[config.mk]
export PLATFORM = sky130hd
export DESIGN_NAME = ex_mem_fwd_stage
export DESIGN_NICKNAME = d
export VERILOG_FILES = /design/src/rtl/cpu_pkg.sv /design/src/rtl/fwd_select.sv /design/src/rtl/ex_mem_fwd_stage.sv
export SDC_FILE = /design/constraint.sdc
export NUM_CORES = 1
export LEC_CHECK = 0
export ABC_CLOCK_PERIOD_IN_PS = 1900
export CORE_MARGIN = 2
export CORE_UTILIZATION = 25
export DETAILED_ROUTE_END_ITERATION = 10
export PLACE_DENSITY = 0.56
export SYNTH_ARGS = -nofsm -noshare
export SYNTH_HDL_FRONTEND = slang
export SYNTH_SLANG_ARGS = --single-unit
[constraint.sdc]
create_clock -name clk -period 1.9 [get_ports clk]
set_clock_uncertainty 0.1 [all_clocks]
set_input_delay 0.57 -clock clk [delete_from_list [all_inputs] [get_ports clk]]
set_output_delay 0.57 -clock clk [all_outputs]
set_load 0.005 [all_outputs]
[src/rtl/cpu_pkg.sv]
`default_nettype none
// ============================================================================
//  Package  : cpu_pkg
//  Purpose  : Opcodes, forwarding-select encodings and flag-update mask
//             shared by the 16-bit 5-stage CPU pipeline stages.
//  Revision : 1.0 - initial release
// ============================================================================
package cpu_pkg;

    typedef logic [3:0] opcode_t;

    localparam opcode_t OP_ADD = 4'b0000;
    localparam opcode_t OP_SUB = 4'b0001;
    localparam opcode_t OP_XOR = 4'b0010;
    localparam opcode_t OP_SLL = 4'b0100;
    localparam opcode_t OP_SRA = 4'b0101;
    localparam opcode_t OP_ROR = 4'b0110;
    localparam opcode_t OP_LW  = 4'b1000;
    localparam opcode_t OP_SW  = 4'b1001;

    // EX operand-mux select encoding
    localparam logic [1:0] FWD_NONE = 2'b00;
    localparam logic [1:0] FWD_WB   = 2'b01;
    localparam logic [1:0] FWD_MEM  = 2'b10;

    // Returns {Z, V, N} write enables for an opcode
    function automatic logic [2:0] flag_update_mask(input opcode_t op);
        logic [2:0] mask;
        mask = 3'b000;
        case (op)
            OP_ADD, OP_SUB:                 mask = 3'b111;
            OP_XOR, OP_SLL, OP_SRA, OP_ROR: mask = 3'b100;
            default:                        mask = 3'b000;
        endcase
        return mask;
    endfunction

endpackage : cpu_pkg
`default_nettype wire

[src/rtl/fwd_select.sv]
`default_nettype none
// ============================================================================
//  Module   : fwd_select
//  Purpose  : Forwarding comparator and MEM-over-WB priority for one EX operand.
//  Revision : 1.0 - initial release
// ============================================================================
module fwd_select
    import cpu_pkg::*;
#(
    parameter int RW = 4
) (
    input  logic          mem_regWrite,
    input  logic [RW-1:0] mem_regW,
    input  logic          wb_regWrite,
    input  logic [RW-1:0] wb_regW,
    input  logic [RW-1:0] src_reg,
    output logic [1:0]    sel
);

    logic w_mem_hit;
    logic w_wb_hit;

    // R0 is hardwired zero, so a write to it is never a real producer
    assign w_mem_hit = mem_regWrite && (mem_regW != '0) && (mem_regW == src_reg);
    assign w_wb_hit  = wb_regWrite  && (wb_regW  != '0) && (wb_regW  == src_reg);

    always_comb begin
        sel = FWD_NONE;
        if (w_mem_hit) begin
            sel = FWD_MEM;
        end else if (w_wb_hit) begin
            sel = FWD_WB;
        end
    end

endmodule : fwd_select
`default_nettype wire

[src/rtl/ex_mem_fwd_stage.sv]
`default_nettype none
// ============================================================================
//  Module   : ex_mem_fwd_stage
//  Purpose  : EX/MEM pipeline register, architectural Z/V/N flags, EX operand
//             forwarding selects and load-use stall request.
//  Revision : 1.0 - initial release
// ============================================================================
module ex_mem_fwd_stage
    import cpu_pkg::*;
#(
    parameter int DW = 16,
    parameter int RW = 4
) (
    input  logic          clk,
    input  logic          rst,
    input  logic          stall,
    input  logic          flush,
    input  logic          ex_valid,
    input  logic [DW-1:0] ex_aluOut,
    input  logic [DW-1:0] ex_storeData,
    input  logic [RW-1:0] ex_regW,
    input  logic          ex_regWrite,
    input  logic          ex_memRead,
    input  logic          ex_memWrite,
    input  logic [3:0]    ex_opcode,
    input  logic          ex_zero,
    input  logic          ex_overflow,
    input  logic          ex_neg,
    input  logic [RW-1:0] ex_rs,
    input  logic [RW-1:0] ex_rt,
    input  logic [RW-1:0] id_rs,
    input  logic [RW-1:0] id_rt,
    input  logic          wb_regWrite,
    input  logic [RW-1:0] wb_regW,
    output logic          mem_valid,
    output logic          mem_regWrite,
    output logic          mem_memRead,
    output logic          mem_memWrite,
    output logic [RW-1:0] mem_regW,
    output logic [DW-1:0] MEM_faddress,
    output logic [DW-1:0] mem_storeData,
    output logic          flag_z,
    output logic          flag_v,
    output logic          flag_n,
    output logic [1:0]    ForwardA,
    output logic [1:0]    ForwardB,
    output logic          load_use_stall
);

    logic          r_valid;
    logic          r_reg_write;
    logic          r_mem_read;
    logic          r_mem_write;
    logic [RW-1:0] r_reg_w;
    logic [DW-1:0] r_addr;
    logic [DW-1:0] r_store_data;
    logic          r_flag_z;
    logic          r_flag_v;
    logic          r_flag_n;

    logic          w_live;
    logic [2:0]    w_flag_mask;

    // An invalid EX slot is handled exactly like a flushed one
    assign w_live      = ex_valid && !flush;
    assign w_flag_mask = flag_update_mask(ex_opcode);

    always_ff @(posedge clk) begin
        if (rst) begin
            r_valid      <= 1'b0;
            r_reg_write  <= 1'b0;
            r_mem_read   <= 1'b0;
            r_mem_write  <= 1'b0;
            r_reg_w      <= '0;
            r_addr       <= '0;
            r_store_data <= '0;
            r_flag_z     <= 1'b0;
            r_flag_v     <= 1'b0;
            r_flag_n     <= 1'b0;
        end else if (!stall) begin
            r_valid      <= w_live;
            r_reg_write  <= w_live && ex_regWrite;
            r_mem_read   <= w_live && ex_memRead;
            r_mem_write  <= w_live && ex_memWrite;
            r_reg_w      <= ex_regW;
            r_addr       <= ex_aluOut;
            r_store_data <= ex_storeData;
            if (w_live) begin
                if (w_flag_mask[2]) r_flag_z <= ex_zero;
                if (w_flag_mask[1]) r_flag_v <= ex_overflow;
                if (w_flag_mask[0]) r_flag_n <= ex_neg;
            end
        end
    end

    assign mem_valid     = r_valid;
    assign mem_regWrite  = r_reg_write;
    assign mem_memRead   = r_mem_read;
    assign mem_memWrite  = r_mem_write;
    assign mem_regW      = r_reg_w;
    assign MEM_faddress  = r_addr;
    assign mem_storeData = r_store_data;
    assign flag_z        = r_flag_z;
    assign flag_v        = r_flag_v;
    assign flag_n        = r_flag_n;

    fwd_select #(
        .RW (RW)
    ) u_fwd_a (
        .mem_regWrite (r_reg_write),
        .mem_regW     (r_reg_w),
        .wb_regWrite  (wb_regWrite),
        .wb_regW      (wb_regW),
        .src_reg      (ex_rs),
        .sel          (ForwardA)
    );

    fwd_select #(
        .RW (RW)
    ) u_fwd_b (
        .mem_regWrite (r_reg_write),
        .mem_regW     (r_reg_w),
        .wb_regWrite  (wb_regWrite),
        .wb_regW      (wb_regW),
        .src_reg      (ex_rt),
        .sel          (ForwardB)
    );

    // MEM_faddress carries the load address, so a dependent ID instruction must wait
    assign load_use_stall = ex_valid && ex_memRead && ex_regWrite && (ex_regW != '0) &&
                            ((ex_regW == id_rs) || (ex_regW == id_rt));

endmodule : ex_mem_fwd_stage
`default_nettype wire
==> flow_summary.toml, run 1 <==
[status]
status = "finished, violations left"
failed_checks = "setup timing"

[cells_and_area]
drive_gt1_frac = 0.1662
diodes = 0
final_nets = 397
post-route-util = 0.4739
fill_cells = 751
area_growth_pct = 82.43

[drt]
wl_um = 5875
viasPerCell = 4.278
vias = 1814
first_pass_iters = 4
wire_per_inst_um = 13.86
drc = 0
drtAntennaViolNets = 0
drt-initial-drc-count = 56

[timing]
fmax_ghz = 0.4373
hold_viol_final = 0
rsz0062_at_grt = "true"
relSlewSlack = 0.7788
slew_violations = 0
worstMarginPinSlew_ns = 0.3311
fin_crit_sh = 1.204
finalCriticalPeriod_ns = 2.287
fin_ws_ns = -0.3869
setup_viol = 5

[power]
ir_drop_uv = 292.1
clockPowerShare = 0.322
p_int_uw = 1634
power_frac_comb = 0.220
powerDensity_mw_per_mm2 = 617.5
seq_power_share = 0.458
sw_frac_of_total = 0.2343
switching_power_uw = 499.9
p_leak_uw = 0.001540

[floorplanning]
die_x_um = 91.05
die_area_sq_mm = 0.008289
pin_count = 120
initial_core_util = 0.2598
rows = 31
coreArea_sq_mm = 0.007292
die_height_um = 91.05

[critical_path]
path_buf_inv = 3
r2r_slack_ns = 0.99
r2r_cells = 3
crit_arrival_ns = 1.62
reg2reg_to = "mem_regW[1]"
crit_type = "flop to output pin"
cp_max_fo = 2
end_kind = "output pin"
cp-start-kind = "flop"
cp_cell_sequence = "o41ai_4, buf_4, nor3_2, buf_4, a211oi_2, buf_2"
critPathLaunch = "mem_regW[0]"
reg2reg_from = "mem_regW[1]"
cp_num_cells = 6
required_ns = 1.23
crit_path_end = "ForwardB[0]"
crit_slowest_cell = "dfxtp_2"
crit_family = "compound AO/OA/AOI/OAI gates"
crit_top_cell = "buf_4"
slowest_delay_ns = 0.34

[yosys]
yosysUniqueCellTypes = 24
ys.warnings.count = 0
avgSynthCellArea_sq_um = 9.815
ys_ff_latch = 43
synth_seq_area_share = 0.4544
synth_area_leader_cell = "dfxtp_1"
synth_area_sq_mm = 0.001894
netlist_instances = 193
synth.area.top_cells = "dfxtp_1 (45%), mux2i_1 (20%), nor2_1 (7.9%)"
syn_nets = 265
synth_top_area_frac = 0.4544

[grt]
antenna_found_initial = 0
first_global_vias = 1870
globalRouteOverflowTotal = 0
grtUsageTotal = 0.1416
grt_max_degree = 44
grt_first_pass_wirelength_um = 9404

[cts]
clk_latency_ns = 0.29
cts_sinks = 43
cts_root_buf = "clkbuf_8"
cts_tree = "built"
cts_hold_buf = 0
cts_buffer_depth = 2
clk_transition_reported_paths_ns = 0.08
ctsHtreeMaxLevel = 2
cts_buffers = 5

[placed_design]
dpl.hpwl_um = 4331
io_buffers = 119
pre_cts_ws_ns = -0.9062
gp_congestion = 0.7349

[hold_path]
hold_class = "flop to flop"

[flow_run]
maxCapViolCount = 0
## power by group through the flow
stage | combinational (uW) | sequential (uW) | clock, uW
detailed placement | 482 | 993 | 0
global route | 510 | 984 | 752
global placement | 481 | 992 | 0
finish | 470 | 977 | 687
CTS | 478 | 975 | 716
floorplan | 156 | 1000 | 0
## placed cells by master (no fill, tap or decap), types with 2 or more instances in the layout
cell type	instances
a211oi_2	2
a21oi_1	6
and2_1	2
buf_12	2
buf_2	6
buf_4	15
buf_6	2
clkbuf_2	3
clkbuf_8	5
clkdlybuf4s15_1	3
clkdlybuf4s15_2	3
clkdlybuf4s50_1	80
dfxtp_1	38
dfxtp_2	5
dlygate4sd2_1	12
dlymetal6s2s_1	11
mux2i_1	37
nand2_1	4
nand3_1	3
nand3b_1	3
nand4_1	5
nor2_1	40
nor3_2	2
xnor2_1	15
xor2_1	8
## how the worst min path moves through the flow
stage	startpoint	end	slack, ns	cells past startpoint
floorplan	mem_memRead	mem_memRead	0.36	2
global placement	mem_memWrite	mem_memWrite	0.35	2
detailed placement	mem_memRead	mem_memRead	0.36	2
CTS	mem_memRead	mem_memRead	0.37	2
global route	mem_memRead	mem_memRead	0.39	2
finish	mem_memRead	mem_memRead	0.37	2
## repair_timing
item / CTS / global route
buffers inserted: 2 / 0
gates cloned: 0 / 0
gates resized for setup: 67 / 21
pin swaps: 10 / 12
endpoints found under the setup margin: 12 / 6
## cell usage after synthesis
cell / instances
mux2i_1: 37
clkbuf_1: 5
o41ai_1: 2
nand4_1: 5
nor2b_1: 1
a21oi_1: 7
dfxtp_1: 43
a21bo_2: 1
xor2_1: 8
a211oi_1: 2
nand2_1: 4
buf_6: 1
buf_2: 4
o31ai_1: 2
xnor2_1: 16
nand3_1: 3
nor4b_2: 1
nor2_1: 40
nand3b_1: 3
or4_1: 1
nor3_1: 2
or4b_1: 1
and2_1: 2
buf_4: 2
## metal layers
| metal | wire [um] | share of wire | global-route usage |
|---|---|---|---|
| met5 | 0 | 0 | 0 |
| met4 | 63 | 0.011 | 0.03788 |
| met3 | 375 | 0.064 | 0.04315 |
| met2 | 2838 | 0.48 | 0.2451 |
| met1 | 2598 | 0.44 | 0.1699 |
## kinds of logic (layout without fill, tap and decap cells)
group / after synthesis / count (layout) / share of synthesized area
compound gates: 14 / 14 / 0.04887
xor+xnor: 24 / 24 / 0.1110
buf+inv: 12 / 144 / 0.03434
flops: 43 / 43 / 0.4544
mux: 37 / 37 / 0.1955
simple gates: 63 / 63 / 0.1559
## through the flow
step	cells	hold slack, ns	total power [uW]	area (sq um)	setup TNS [ns]
floorplan	193	0.3574	1158	1894	0
global placement	415	0.3517	1473	3284	-5.381
detailed placement	415	0.3616	1475	3284	-5.256
CTS	424	0.3742	2169	3417	-1.573
global route	424	0.3923	2246	3456	-1.860
finish	424	0.3710	2134	3456	-1.450
## worst min-delay path: cells and delay by family (launching register included)
kind	cells	cell delay, ns
flip-flops	1	0.32
AND/OR/NAND/NOR	1	0.06
AO/OA/AOI/OAI	1	0.05
## flip-flops by register name, indices dropped and copies added, names as in the netlist
signal	cells
MEM_faddress	16
mem_storeData	16
mem_regW	4
flag_n	1
flag_v	1
flag_z	1
mem_memRead	1
mem_memWrite	1
mem_regWrite	1
mem_valid	1
## layout make-up
| class | count | area, sq um | area share |
|---|---|---|---|
| repair buffers | 137 | 1328 | 0.3841 |
| multi-input cells | 138 | 1035 | 0.2994 |
| flip-flops and latches | 43 | 867.1 | 0.2509 |
| well taps | 99 | 123.9 | 0.03584 |
| clock buffers | 6 | 72.57 | 0.02100 |
| clock inverters | 1 | 30.03 | 0.008689 |
(Power assumes the default switching activity.)
==> inputs of run 2 (changes only) <==
CORE_UTILIZATION = 37   (was 25)
HOLD_SLACK_MARGIN = 0.08   (was default)
PLACE_DENSITY = 0.78   (was 0.56)
SYNTH_HIERARCHICAL = 1   (was default)
==> run 2 against run 1 <==
The flow still finishes with violations (setup timing). Utilization rose by 22 points. Design area increased by 2.0%. Sequential power about the same. Via count up 6.4%. Critical path type unchanged. Highest routed layer unchanged. Register-to-register slack worse by 0.09 ns. Flip-flop and latch count is the same. Largest power group unchanged.
==> flow_summary.toml, run 2 <==
[status]
status = "finished, violations left"
failed_checks = "setup timing"

[timing]
holdWs_ns = 0.3676
worstMarginPinSlew_ns = 0.3957
finalCriticalPeriod_ns = 2.210
rsz0062_at_grt = "true"
relSlewSlack = 0.7362
fin_ws_ns = -0.3095
setup_viol = 6
hold_viol_final = 0
fmax_ghz = 0.4526
slew_violations = 0
fin_crit_sh = 1.163

[cts]
cts_buffers = 5
clk_transition_reported_paths_ns = 0.08
cts_buffer_depth = 2
cts_root_buf = "clkbuf_8"
clk_latency_ns = 0.29
cts_hold_buf = 0
cts_sinks = 43
cts_tree = "built"
ctsHtreeMaxLevel = 2

[power]
ir_drop_uv = 475.4
powerDensity_mw_per_mm2 = 587.3
p_leak_uw = 0.001500
seq_power_share = 0.473
switching_power_uw = 526.5
clockPowerShare = 0.275
sw_frac_of_total = 0.2543
p_int_uw = 1544
power_frac_comb = 0.252

[yosys]
synth.most_common_cell = "dfxtp_1"
yosysUniqueCellTypes = 26
synth_seq_area_share = 0.4450
synth.area.top_cells = "dfxtp_1 (45%), mux2i_1 (19%), xnor2_1 (9.1%)"
syn_nets = 271
ys.warnings.count = 6
synth_edf_count = 0
synth_area_leader_cell = "dfxtp_1"
ys_ff_latch = 43
synth_common_cells = "dfxtp_1 (43), nor2_1 (38), mux2i_1 (37)"
synth_top_area_frac = 0.4450
synth-async-reset-ratio = 0
netlist_instances = 199
synth_area_sq_mm = 0.001934
avgSynthCellArea_sq_um = 9.720
yosys_most_used_dff = "dfxtp_1"

[grt]
grt_first_pass_wirelength_um = 9535
grtUsageTotal = 0.2021
first_global_vias = 1995
grt_max_degree = 44
globalRouteOverflowTotal = 0
antenna_found_initial = 1

[critical_path]
crit_top_cell = "buf_6"
end_kind = "output pin"
cp_max_fo = 4
cp-start-kind = "flop"
cp_cell_sequence = "buf_6, nor3_4, o21ai_4, buf_4, buf_6, and2_4, buf_6"
slowest_delay_ns = 0.36
crit_slowest_cell = "dfxtp_4"
crit_arrival_ns = 1.54
crit_type = "flop to output pin"
required_ns = 1.23

[cells_and_area]
fill_cells = 420
final_nets = 414
regArea_sq_um = 872.1
fin_cells = 414
multi_input_area_sq_mm = 0.001101
mostFrequentLayoutCell = "clkdlybuf4s50_1"
final_cell_mix = "clkdlybuf4s50_1 (84), dfxtp_1 (38), nor2_1 (38)"
area_growth_pct = 82.28
drive_gt1_frac = 0.2332

[hold_path]
hold_class = "flop to flop"

[drt]
drt-initial-drc-count = 73
drtAntennaViolNets = 0
wl_um = 5827
vias = 1931
first_pass_iters = 4
wire_per_inst_um = 14.07
drc = 0
viasPerCell = 4.664

[floorplanning]
die_x_um = 76.31
die_height_um = 76.31
rows = 26
pin_count = 120
initial_core_util = 0.3812
die_area_sq_mm = 0.005822
coreArea_sq_mm = 0.005075

[placed_design]
place_inst = 397
io_buffers = 119
gp_congestion = 0.7513
dpl.hpwl_um = 4206

[flow_run]
maxCapViolCount = 0
## run 2: changes by cell type in the layout (fill, tap and decap cells not counted), sizes merged, moves of 3 or more
cell           before  now
buf                25   46
dlymetal6s2s       11    0
xor2                8    0
clkdlybuf4s15       6    2
clkdlybuf4s50      80   84
dlygate4sd2        12   16
nand2               4    8
xnor2              16   20
clkbuf              9    6
## run 2: cells by family (layout without fill, tap and decap cells)
kind of cell | count (synthesis) | after routing | synth area share
buf+inv | 12 | 156 | 0.03363
simple gates | 73 | 73 | 0.1876
xor+xnor | 20 | 20 | 0.09056
flops | 43 | 43 | 0.4450
mux | 37 | 37 | 0.1915
compound gates | 14 | 14 | 0.05174
other cells | 0 | 1 | 0
## run 2: layout make-up
cell class / instances / area share
diodes: 1 / 0.0007097
clock buffers: 6 / 0.02058
flip-flops and latches: 43 / 0.2473
clock inverters: 2 / 0.003549
well taps: 70 / 0.02484
multi-input cells: 144 / 0.3123
repair buffers: 148 / 0.3907
## run 2: critical path: cells and delay by family (launching register included)
family / cells / cell delay, ns
and+or+nand+nor: 2 / 0.33
AOI/OAI and AO/OA: 1 / 0.07
buffers and inverters: 4 / 0.47
DFF: 1 / 0.36
## run 2: through the flow
stage | utilization | TNS, ns | worst slack [ns] | instance area [sq um] | total power (uW)
final | 0.6948 | -1.326 | -0.3095 | 3526 | 2071
after global routing | 0.6948 | -1.673 | -0.3885 | 3526 | 2171
after CTS | 0.6807 | -1.223 | -0.3121 | 3455 | 2067
after detailed placement | 0.6543 | -5.465 | -1.018 | 3321 | 1485
after global placement | 0.6543 | -5.179 | -0.9772 | 3321 | 1477
after floorplan | - | 0 | 0.01587 | 1942 | 1168
## run 2: metal layers
metal,wire [um],vias to the layer above,track usage,share of wire
li1,-,966,-,-
met1,2399,885,0.2363,0.41
met2,2930,73,0.3584,0.50
met3,396,7,0.05450,0.068
met4,100,0,0.06364,0.017
met5,0,-,0,0
## run 2: path summary, 6_finish.rpt
check                    from     endpoint  slack, ns  cells after the start
setup reg to reg  mem_regW[2]  mem_regW[2]       0.90                      4
setup / recovery  mem_regW[2]  ForwardB[1]      -0.31                      7
hold / removal    mem_memRead  mem_memRead       0.37                      2
hold reg to reg   mem_memRead  mem_memRead       0.37                      2
## run 2: power by group through the flow
| stage | clock network [uW] | logic (uW) | registers [uW] |
|---|---|---|---|
| floorplan | 0 | 166 | 1000 |
| global placement | 0 | 478 | 999 |
| detailed placement | 0 | 485 | 1000 |
| CTS | 587 | 500 | 979 |
| global route | 624 | 562 | 985 |
| finish | 570 | 521 | 979 |
## run 2: what timing repair did
item,in CTS,in global routing
setup endpoints to repair,10,8
gates resized for setup,110,9
gates cloned,0,0
setup buffers,8,2
pin swaps,26,3
==> inputs of run 3 (changes only) <==
CAP_MARGIN = 20   (was default)
CORE_UTILIZATION = 40   (was 37)
DONT_BUFFER_PORTS = 1   (was default)
PLACE_DENSITY = 0.51   (was 0.78)
==> run 3 against run 2 <==
The flow still finishes with violations (setup timing). Design area is 40% lower. Worst setup slack improved by 0.26 ns. Hold slack got worse by 0.12 ns. Die area shrank 7.1%. Largest power group unchanged. Highest routed layer unchanged.
==> flow_summary.toml, run 3 (same netlist as run 2, synthesis figures left out) <==
[critical_path]
crit_slowest_cell = "dfxtp_4"
end_kind = "output pin"
cp-start-kind = "flop"
critPathLaunch = "mem_regW[1]"
reg2reg_from = "flag_z"
slowest_delay_ns = 0.38
cp_cell_sequence = "xnor2_1, and4_4, a221oi_4"
crit_arrival_ns = 1.28
crit_type = "flop to output pin"
cp_max_fo = 6
required_ns = 1.23

[drt]
wl_met2_um = 2163
vias = 1410
viasPerCell = 5.685
top_layer_used = "met4"
drtAntennaViolNets = 0
wl_um = 4265
wire_per_inst_um = 17.20
met3WireLength_um = 375
first_pass_iters = 4
drt-met1-wl_um = 1673
drt-initial-drc-count = 67
drc = 0

[floorplanning]
rows = 25
die_x_um = 73.54
initial_core_util = 0.4123
die_height_um = 73.54
coreArea_sq_mm = 0.004692
die_area_sq_mm = 0.005408
pin_count = 120

[placed_design]
place_inst = 241
dpl.hpwl_um = 3109
gp_congestion = 0.7648
io_buffers = 0
pre_cts_ws_ns = -0.03448

[timing]
relSlewSlack = 0.7535
holdWs_ns = 0.2494
worstMarginPinSlew_ns = 0.3687
fin_ws_ns = -0.05337
hold_viol_final = 0
rsz0062_at_grt = "true"
setup_viol = 5
tns_ns = -0.2118
finalCriticalPeriod_ns = 1.953
fin_crit_sh = 1.028
slew_violations = 0
fmax_ghz = 0.5119

[cts]
clk_transition_reported_paths_ns = 0.07
cts_sinks = 43
clk_latency_ns = 0.28
ctsHtreeMaxLevel = 2
cts_buffers = 5
cts_root_buf = "clkbuf_8"
cts_buffer_depth = 2
cts_tree = "built"

[grt]
antenna_found_initial = 0
globalRouteOverflowTotal = 0
grtUsageTotal = 0.1508
first_global_vias = 1369
grt_max_degree = 46
grt_first_pass_wirelength_um = 6292

[cells_and_area]
area_growth_pct = 9.444
fin_cells = 248
final_cell_mix = "dfxtp_1 (39), nor2_1 (38), mux2i_1 (37)"
final_nets = 266
mostFrequentLayoutCell = "dfxtp_1"
diodes = 0
drive_gt1_frac = 0.1392
post-route-util = 0.4512

[power]
sw_frac_of_total = 0.2080
powerDensity_mw_per_mm2 = 854.4
ir_drop_uv = 392.6
seq_power_share = 0.549
p_int_uw = 1433
clockPowerShare = 0.363
power_frac_comb = 0.089
switching_power_uw = 376.3
p_leak_uw = 0.0008285

[status]
failed_checks = "setup timing"
status = "finished, violations left"

[flow_run]
maxCapViolCount = 0

[hold_path]
min_from = "rst"
hold_class = "input port to flop"
[run 3: cell count changes in the layout (fill, tap and decap cells not counted), moves of 3 or more]
cell / change
xnor2_2: -3
dlygate4sd2_1: -16
xnor2_1: +3
buf_4: -24
buf_2: -11
buf_6: -9
dfxtp_2: -3
clkdlybuf4s50_1: -84
[run 3: path summary, 6_finish.rpt]
kind                        to  slack [ns]  cells past startpoint
hold / removal     mem_regW[3]        0.25                      1
hold reg to reg   mem_memWrite        0.39                      2
setup / recovery   ForwardB[0]       -0.05                      3
setup reg to reg        flag_z        1.04                      2
[run 3: per-stage QoR]
stage | cell area, sq um | total power [uW]
finish | 2117 | 1809
global route | 2117 | 1896
CTS | 2066 | 1833
detailed placement | 1944 | 1163
global placement | 1944 | 1155
floorplan | 1942 | 1168
[run 3: routing by layer]
metal  track usage  vias up
li1              -      668
met1        0.1647      661
met2        0.2619       74
met3       0.05761        7
met4       0.05859        0
met5             0        -
[run 3: area by class of cell]
cell class,count,area (sq um)
Fill cell,434,2575
Multi-Input combinational cell,144,1071
Sequential cell,43,875.8
Clock buffer,6,72.57
Tap cell,54,67.56
Clock inverter,1,30.03
[run 3: what timing repair did]
action                     in CTS  in global routing
pin swaps                       4                  6
setup endpoints to repair       5                  5
buffers inserted                0                  0
hold buffers                    0                  0
resized for setup              10                  9
[run 3: worst max-delay path: cells and delay by family, from the launching register on]
kind,cells,cell delay (ns)
flops,1,0.38
simple gates,1,0.21
compound gates,1,0.29
xor+xnor,1,0.13
[run 3: power by group through the flow]
stage	Clock, uW	Sequential (uW)	Combinational (uW)
5_1_grt	719	1000	177
2_1_floorplan	0	1000	166
6_report	656	993	160
4_1_cts	691	992	151
3_3_place_gp	0	1010	141
3_5_place_dp	0	1010	149
